## src/rtl/pc_stall_controller.sv

```systemverilog
// PC enable and IF/ID, ID/EX pipeline-register sequencer for the semiMIPS pipeline.
// Handles pipeline fill after reset, then arbitrates branch flush, load-use bubble and multicycle stalls.
module pc_stall_controller #(
  parameter int unsigned FILL_CYCLES = 1,
  parameter int unsigned MC_LAT      = 4,
  parameter int unsigned PERF_W      = 16
) (
  input  logic              clk,
  input  logic              rst_n,
  input  logic              pcen_req,
  input  logic              ctrl_valid,
  input  logic              branch_taken,
  input  logic              load_use,
  input  logic              mc_start,
  output logic              pc_en,
  output logic              ifid_en,
  output logic              ifid_flush,
  output logic              idex_flush,
  output logic [2:0]        state,
  output logic [PERF_W-1:0] stall_cnt
);

  localparam logic [2:0] ST_FILL     = 3'd0;
  localparam logic [2:0] ST_RUN      = 3'd1;
  localparam logic [2:0] ST_STALL_MC = 3'd2;

  localparam logic [3:0] FILL_INIT = 4'(FILL_CYCLES - 1);
  localparam logic [3:0] MC_INIT   = 4'(MC_LAT - 2);

  logic [2:0]        state_q, state_d;
  logic [3:0]        fill_cnt_q, fill_cnt_d;
  logic [3:0]        mc_cnt_q, mc_cnt_d;
  logic [PERF_W-1:0] stall_cnt_q, stall_cnt_d;

  always_comb begin
    pc_en      = 1'b1;
    ifid_en    = 1'b1;
    ifid_flush = 1'b0;
    idex_flush = 1'b0;
    state_d    = state_q;
    fill_cnt_d = fill_cnt_q;
    mc_cnt_d   = mc_cnt_q;

    case (state_q)
      ST_FILL: begin
        if (fill_cnt_q == '0) begin
          state_d = ST_RUN;
        end else begin
          fill_cnt_d = fill_cnt_q - 4'd1;
        end
      end

      ST_RUN: begin
        // Hazards outrank ctrl_valid; only the normal path consults it.
        if (branch_taken) begin
          ifid_flush = 1'b1;
          idex_flush = 1'b1;
        end else if (load_use) begin
          pc_en      = 1'b0;
          ifid_en    = 1'b0;
          idex_flush = 1'b1;
        end else if (mc_start) begin
          pc_en    = 1'b0;
          ifid_en  = 1'b0;
          state_d  = ST_STALL_MC;
          mc_cnt_d = MC_INIT;
        end else begin
          pc_en   = ctrl_valid ? pcen_req : 1'b1;
          ifid_en = pc_en;
        end
      end

      ST_STALL_MC: begin
        pc_en      = 1'b0;
        ifid_en    = 1'b0;
        idex_flush = 1'b1;
        if (mc_cnt_q == '0) begin
          state_d = ST_RUN;
        end else begin
          mc_cnt_d = mc_cnt_q - 4'd1;
        end
      end

      default: begin
        state_d = ST_RUN;
      end
    endcase
  end

  always_comb begin
    stall_cnt_d = stall_cnt_q;
    if (!pc_en && (stall_cnt_q != '1)) begin
      stall_cnt_d = stall_cnt_q + 1'b1;
    end
  end

  always_ff @(posedge clk or negedge rst_n) begin
    if (!rst_n) begin
      state_q     <= ST_FILL;
      fill_cnt_q  <= FILL_INIT;
      mc_cnt_q    <= '0;
      stall_cnt_q <= '0;
    end else begin
      state_q     <= state_d;
      fill_cnt_q  <= fill_cnt_d;
      mc_cnt_q    <= mc_cnt_d;
      stall_cnt_q <= stall_cnt_d;
    end
  end

  assign state     = state_q;
  assign stall_cnt = stall_cnt_q;

endmodule
```

## config.mk

```make
export PLATFORM = sky130hd
export DESIGN_NAME = pc_stall_controller
export DESIGN_NICKNAME = d
export VERILOG_FILES = /design/src/rtl/pc_stall_controller.sv
export SDC_FILE = /design/constraint.sdc
export NUM_CORES = 1
export LEC_CHECK = 0
export CAP_MARGIN = 15
export CORE_MARGIN = 2
export CORE_UTILIZATION = 47
export CTS_BUF_LIST = sky130_fd_sc_hd__clkbuf_8
export DETAILED_ROUTE_END_ITERATION = 7
export HOLD_SLACK_MARGIN = 0.03
export PLACE_DENSITY = 0.77
export SETUP_SLACK_MARGIN = 0.02
export SLEW_MARGIN = 10
export SYNTH_ARGS = -nofsm -noshare
export SYNTH_HDL_FRONTEND = slang
export SYNTH_SLANG_ARGS = --single-unit
```

## constraint.sdc

```tcl
create_clock -name clk -period 1.89 [get_ports clk]
set_input_delay 0.378 -clock clk [delete_from_list [all_inputs] [get_ports clk]]
set_output_delay 0.378 -clock clk [all_outputs]
set_load 0.02 [all_outputs]
```

==> results.txt <==
----------------------------------------------------
[Timing]
  Final worst clock skew ... 0.00727 ns
  Final max-slew violation count ... 0
  Period minus WS final ... 2.10 ns
  Hold violation count in the final report ... 0
  Final period util ... 111%
  Final Worst Setup Slack ... -0.211 ns
  Unrepaired setup endpoints after global routing ... yes
  Upper clock frequency limit ... 0.476 GHz
  Setup violation total in the final timing report ... 18

[Synth]
  Unique masters post-synth ... 37
  Yosys top cell by area ... dfrtp_1
  Cell types occupying the most area after synthesis ... dfrtp_1, ha_1, xnor2_1, nand3_1, nand2_1
  Most frequent cell after synthesis ... dfrtp_1
  Synthesized area per cell ... 10.7 um^2
  Simple-Gate Fraction of Synth Area ... between 15 and 20%
  Most instantiated cells after synthesis ... dfrtp_1, nand3_1, nand2_1, xnor2_1, ha_1
  Main combinational cell family by area after synthesis ... simple AND/OR/NAND/NOR gates
  Number of storage elements in the synthesis netlist ... 26
  Area fraction in compound gates after synthesis ... 11.7%
  Post-synthesis cell count ... 134
  Synth async-reset ratio ... 100%
  Post-Synth Adder-Cell Area ... 7.00%
  Synth top area share ... 45.5%
  Flip-flop cell with the highest count after synthesis ... dfrtp_1
  Synthesized net count ... 149
  Xor/xnor cell area share of the yosys netlist ... 8.57%
  Multiplexer share of the synthesized area ... 4.11%
  Total standard cell area after synthesis ... 0.00143 mm^2
  Number of warnings reported in the yosys synthesis log ... 0
  Sequential cell area fraction in the yosys report ... 45.5%
  Count of flip-flops with a built-in enable after synthesis ... 0

[Clock tree]
  Maximum count of clock buffers along a single path ... 2
  Clock latency at the later pin of the worst-skew pair ... 0.27 ns
  Hold bufs inserted after CTS ... 0
  Clock tree from TritonCTS ... built
  Cell at the root of the clock tree ... clkbuf_8
  H-tree Lvls ... 1
  Clk pin slew, worst setup/hold paths ... 0.10 ns
  Number of CTS-inserted buffers ... 3
  Number of clock sinks seen by CTS ... 26

[Finish]
  Fraction of final layout cells sized beyond drive strength 1 ... 32.1%
  FF+latch area ... 653 um^2
  Area taken by multi-input logic gates ... 812 um^2
  Number of nets at the end of the flow ... 206
  Ant diodes ... 0
  Final std cell area, no fill ... ~0.0021 mm^2
  Synth-to-layout area growth ... 48.4%
  Count of fill cells added during filler insertion ... between 200 and 250

[Floorplan]
  Core Footprint ... 0.00298 mm^2
  Number of I/O pins ... 30
  Die footprint ... between 0.003 and 0.004 mm^2
  Total number of placement rows ... 20
  Vertical die dimension ... roughly 59 um
  Die X ... between 50 and 60 um
  Initial Util ... 48.0%

[Pwr]
  Switching share of power ... between 30% and 40%
  Sequential share of power ... 27.2%
  Leakage dissipation ... 0.000970 uW
  Clock power share ... between 10% and 20%
  Sw power ... between 1000 and 1500 uW
  Power Dens Cells ... 1460 mW/mm^2
  Maximum VDD drop ... 797 uV
  Share of total power in combinational logic ... 57.7%
  Cell Int Power ... 1930 uW

[Placement]
  Port bufs ... 28
  Post-place instance area ... 0.00189 mm^2
  Final weighted congestion in routability-driven placement ... 0.840
  Worst setup slack after placement ... -0.442 ns
  Post-DP HPWL ... 2.31 mm

[Job]
  Max-capacitance violation count ... 0

[Setup path]
  Kind of start point of the critical path ... register
  Type of the worst setup path ... register to primary output
  Element type at the critical path end ... primary output
  Highest fanout seen on the critical path ... 2
  Critical Path AT ... approximately 1.7 ns
  Worst Path Required ... about 1.5 ns

[Global routing]
  Via count of the first global-routing pass ... 1233
  Wire length of the first global-routing pass ... 5.52 mm
  Initial antenna violation count ... 0
  Total grt overflow ... 0
  Largest net degree at the start of global routing ... 27
  Combined global-route utilization of all metal layers ... 20.5%

[Route]
  Number of remaining DRC errors ... 0
  Final wirelength ... 3.29 mm
  Routed vias ... 1195
  Starting DRT DRC Count ... 33
  Routed vias/inst ... 5.36
  Pre-Repair DR Iteration Count ... 4
  Remaining antenna violation count ... 0
  Routed wire per std cell ... approximately 15 um

[Status]
  Outcome ... complete, but fails checks
  Violated checks ... setup timing

[Hold path]
  Min-Delay Path Class ... input pin to async pin

----------------------------------------------------
[metrics by stage]
| stage | utilization, % | TNS, ns | instances | hold WS [ns] | power, uW |
|---|---|---|---|---|---|
| CTS | 69.1 | -1.33 | 220 | 0.484 | 2920 |
| finish | 71.3 | -1.82 | 223 | 0.479 | 3100 |
| global placement | 63.4 | -5.26 | 208 | 0.458 | 2290 |
| detailed placement | 63.4 | -6.37 | 208 | 0.466 | 2350 |
| global route | 71.3 | -3.27 | 223 | 0.501 | 3280 |
| floorplan | - | -0.769 | 134 | 0.0824 | 1710 |
[routing by layer]
layer  wire, um  up-vias  global-route usage [%]
met3         73        2                    2.40
met2       1770       26                    38.6
met5          0        -                       0
met1       1420      591                    23.8
li1           -      576                       -
met4         15        0                    6.82
[power by group through the flow]
stage               clock network, uW  logic, uW  registers, uW
floorplan                           0        770            943
global placement                    0       1450            837
detailed placement                  0       1500            850
CTS                               471       1610            837
global route                      491       1920            867
finish                            467       1790            843
[logic make-up after synthesis]
| group | Yosys count |
|---|---|
| AND/OR/NAND/NOR | 49 |
| AO/OA/AOI/OAI | 20 |
| other | 1 |
| buffers and inverters | 11 |
| adder cells (fa/ha/maj) | 8 |
| multiplexers | 5 |
| flip-flops | 26 |
| XOR/XNOR | 14 |
[cell type report]
cell class	instances	area share, %
clock inverters	1	1.42
repair buffers	55	24.0
well taps	33	1.95
multi-input cells	97	38.3
flip-flops and latches	26	30.8
clock buffers	3	1.95
inverters	8	1.65
[critical path: stages, from the launching register on]
cell and delay [ns]:
dfrtp_2 0.42, buf_4 0.15, inv_4 0.06, ha_4 0.14, nor2_4 0.04, a311oi_4 0.32, inv_4 0.05, buf_4 0.15
buf_6 0.12
[cell usage in the layout, fill, tap and decap left out, types with 2 or more instances in the layout]
cell and instances:
dfrtp_1 24, clkdlybuf4s50_1 23, buf_4 22, nand2_1 10, xnor2_1 9, buf_6 9, nand3_1 8, o21ai_0 6
nand3_2 6, ha_1 6, inv_1 5, nor2_1 5, and3_1 5, nand4_1 4, nand2b_1 3, o21a_1 3
xor2_1 3, a22o_1 3, clkbuf_8 3, inv_4 2, o31ai_1 2, mux2_4 2, mux2_2 2, ha_4 2
dfrtp_2 2
[worst paths after layout]
path	end	startpoint	cells past startpoint	slack, ns
worst max-delay path	ifid_en	state[0]$_DFFE_PN0P_	8	-0.21
worst min-delay path	stall_cnt[6]$_DFFE_PN0P_	rst_n	2	0.48
worst max register to register	stall_cnt[14]$_DFFE_PN0P_	state[0]$_DFFE_PN0P_	11	-0.18
worst min register to register	fill_cnt_q[3]$_DFFE_PN0P_	fill_cnt_q[3]$_DFFE_PN0P_	1	0.48
max in group asynchronous	state[1]$_DFFE_PN0P_	rst_n	2	1.13
min in group clk	fill_cnt_q[3]$_DFFE_PN0P_	fill_cnt_q[3]$_DFFE_PN0P_	1	0.48
[registers in the layout, indices dropped and copies added, names as in the netlist]
| signal | count |
|---|---|
| stall_cnt | 16 |
| fill_cnt_q | 4 |
| mc_cnt_q | 4 |
| state | 2 |
[repair_timing]
action                     4_1_cts  5_1_grt
buffers inserted                 8        3
gates resized for setup         26       13
pin swaps                       11        7
setup endpoints to repair       16       18
Note: power is estimated with default switching activity, not from simulation.
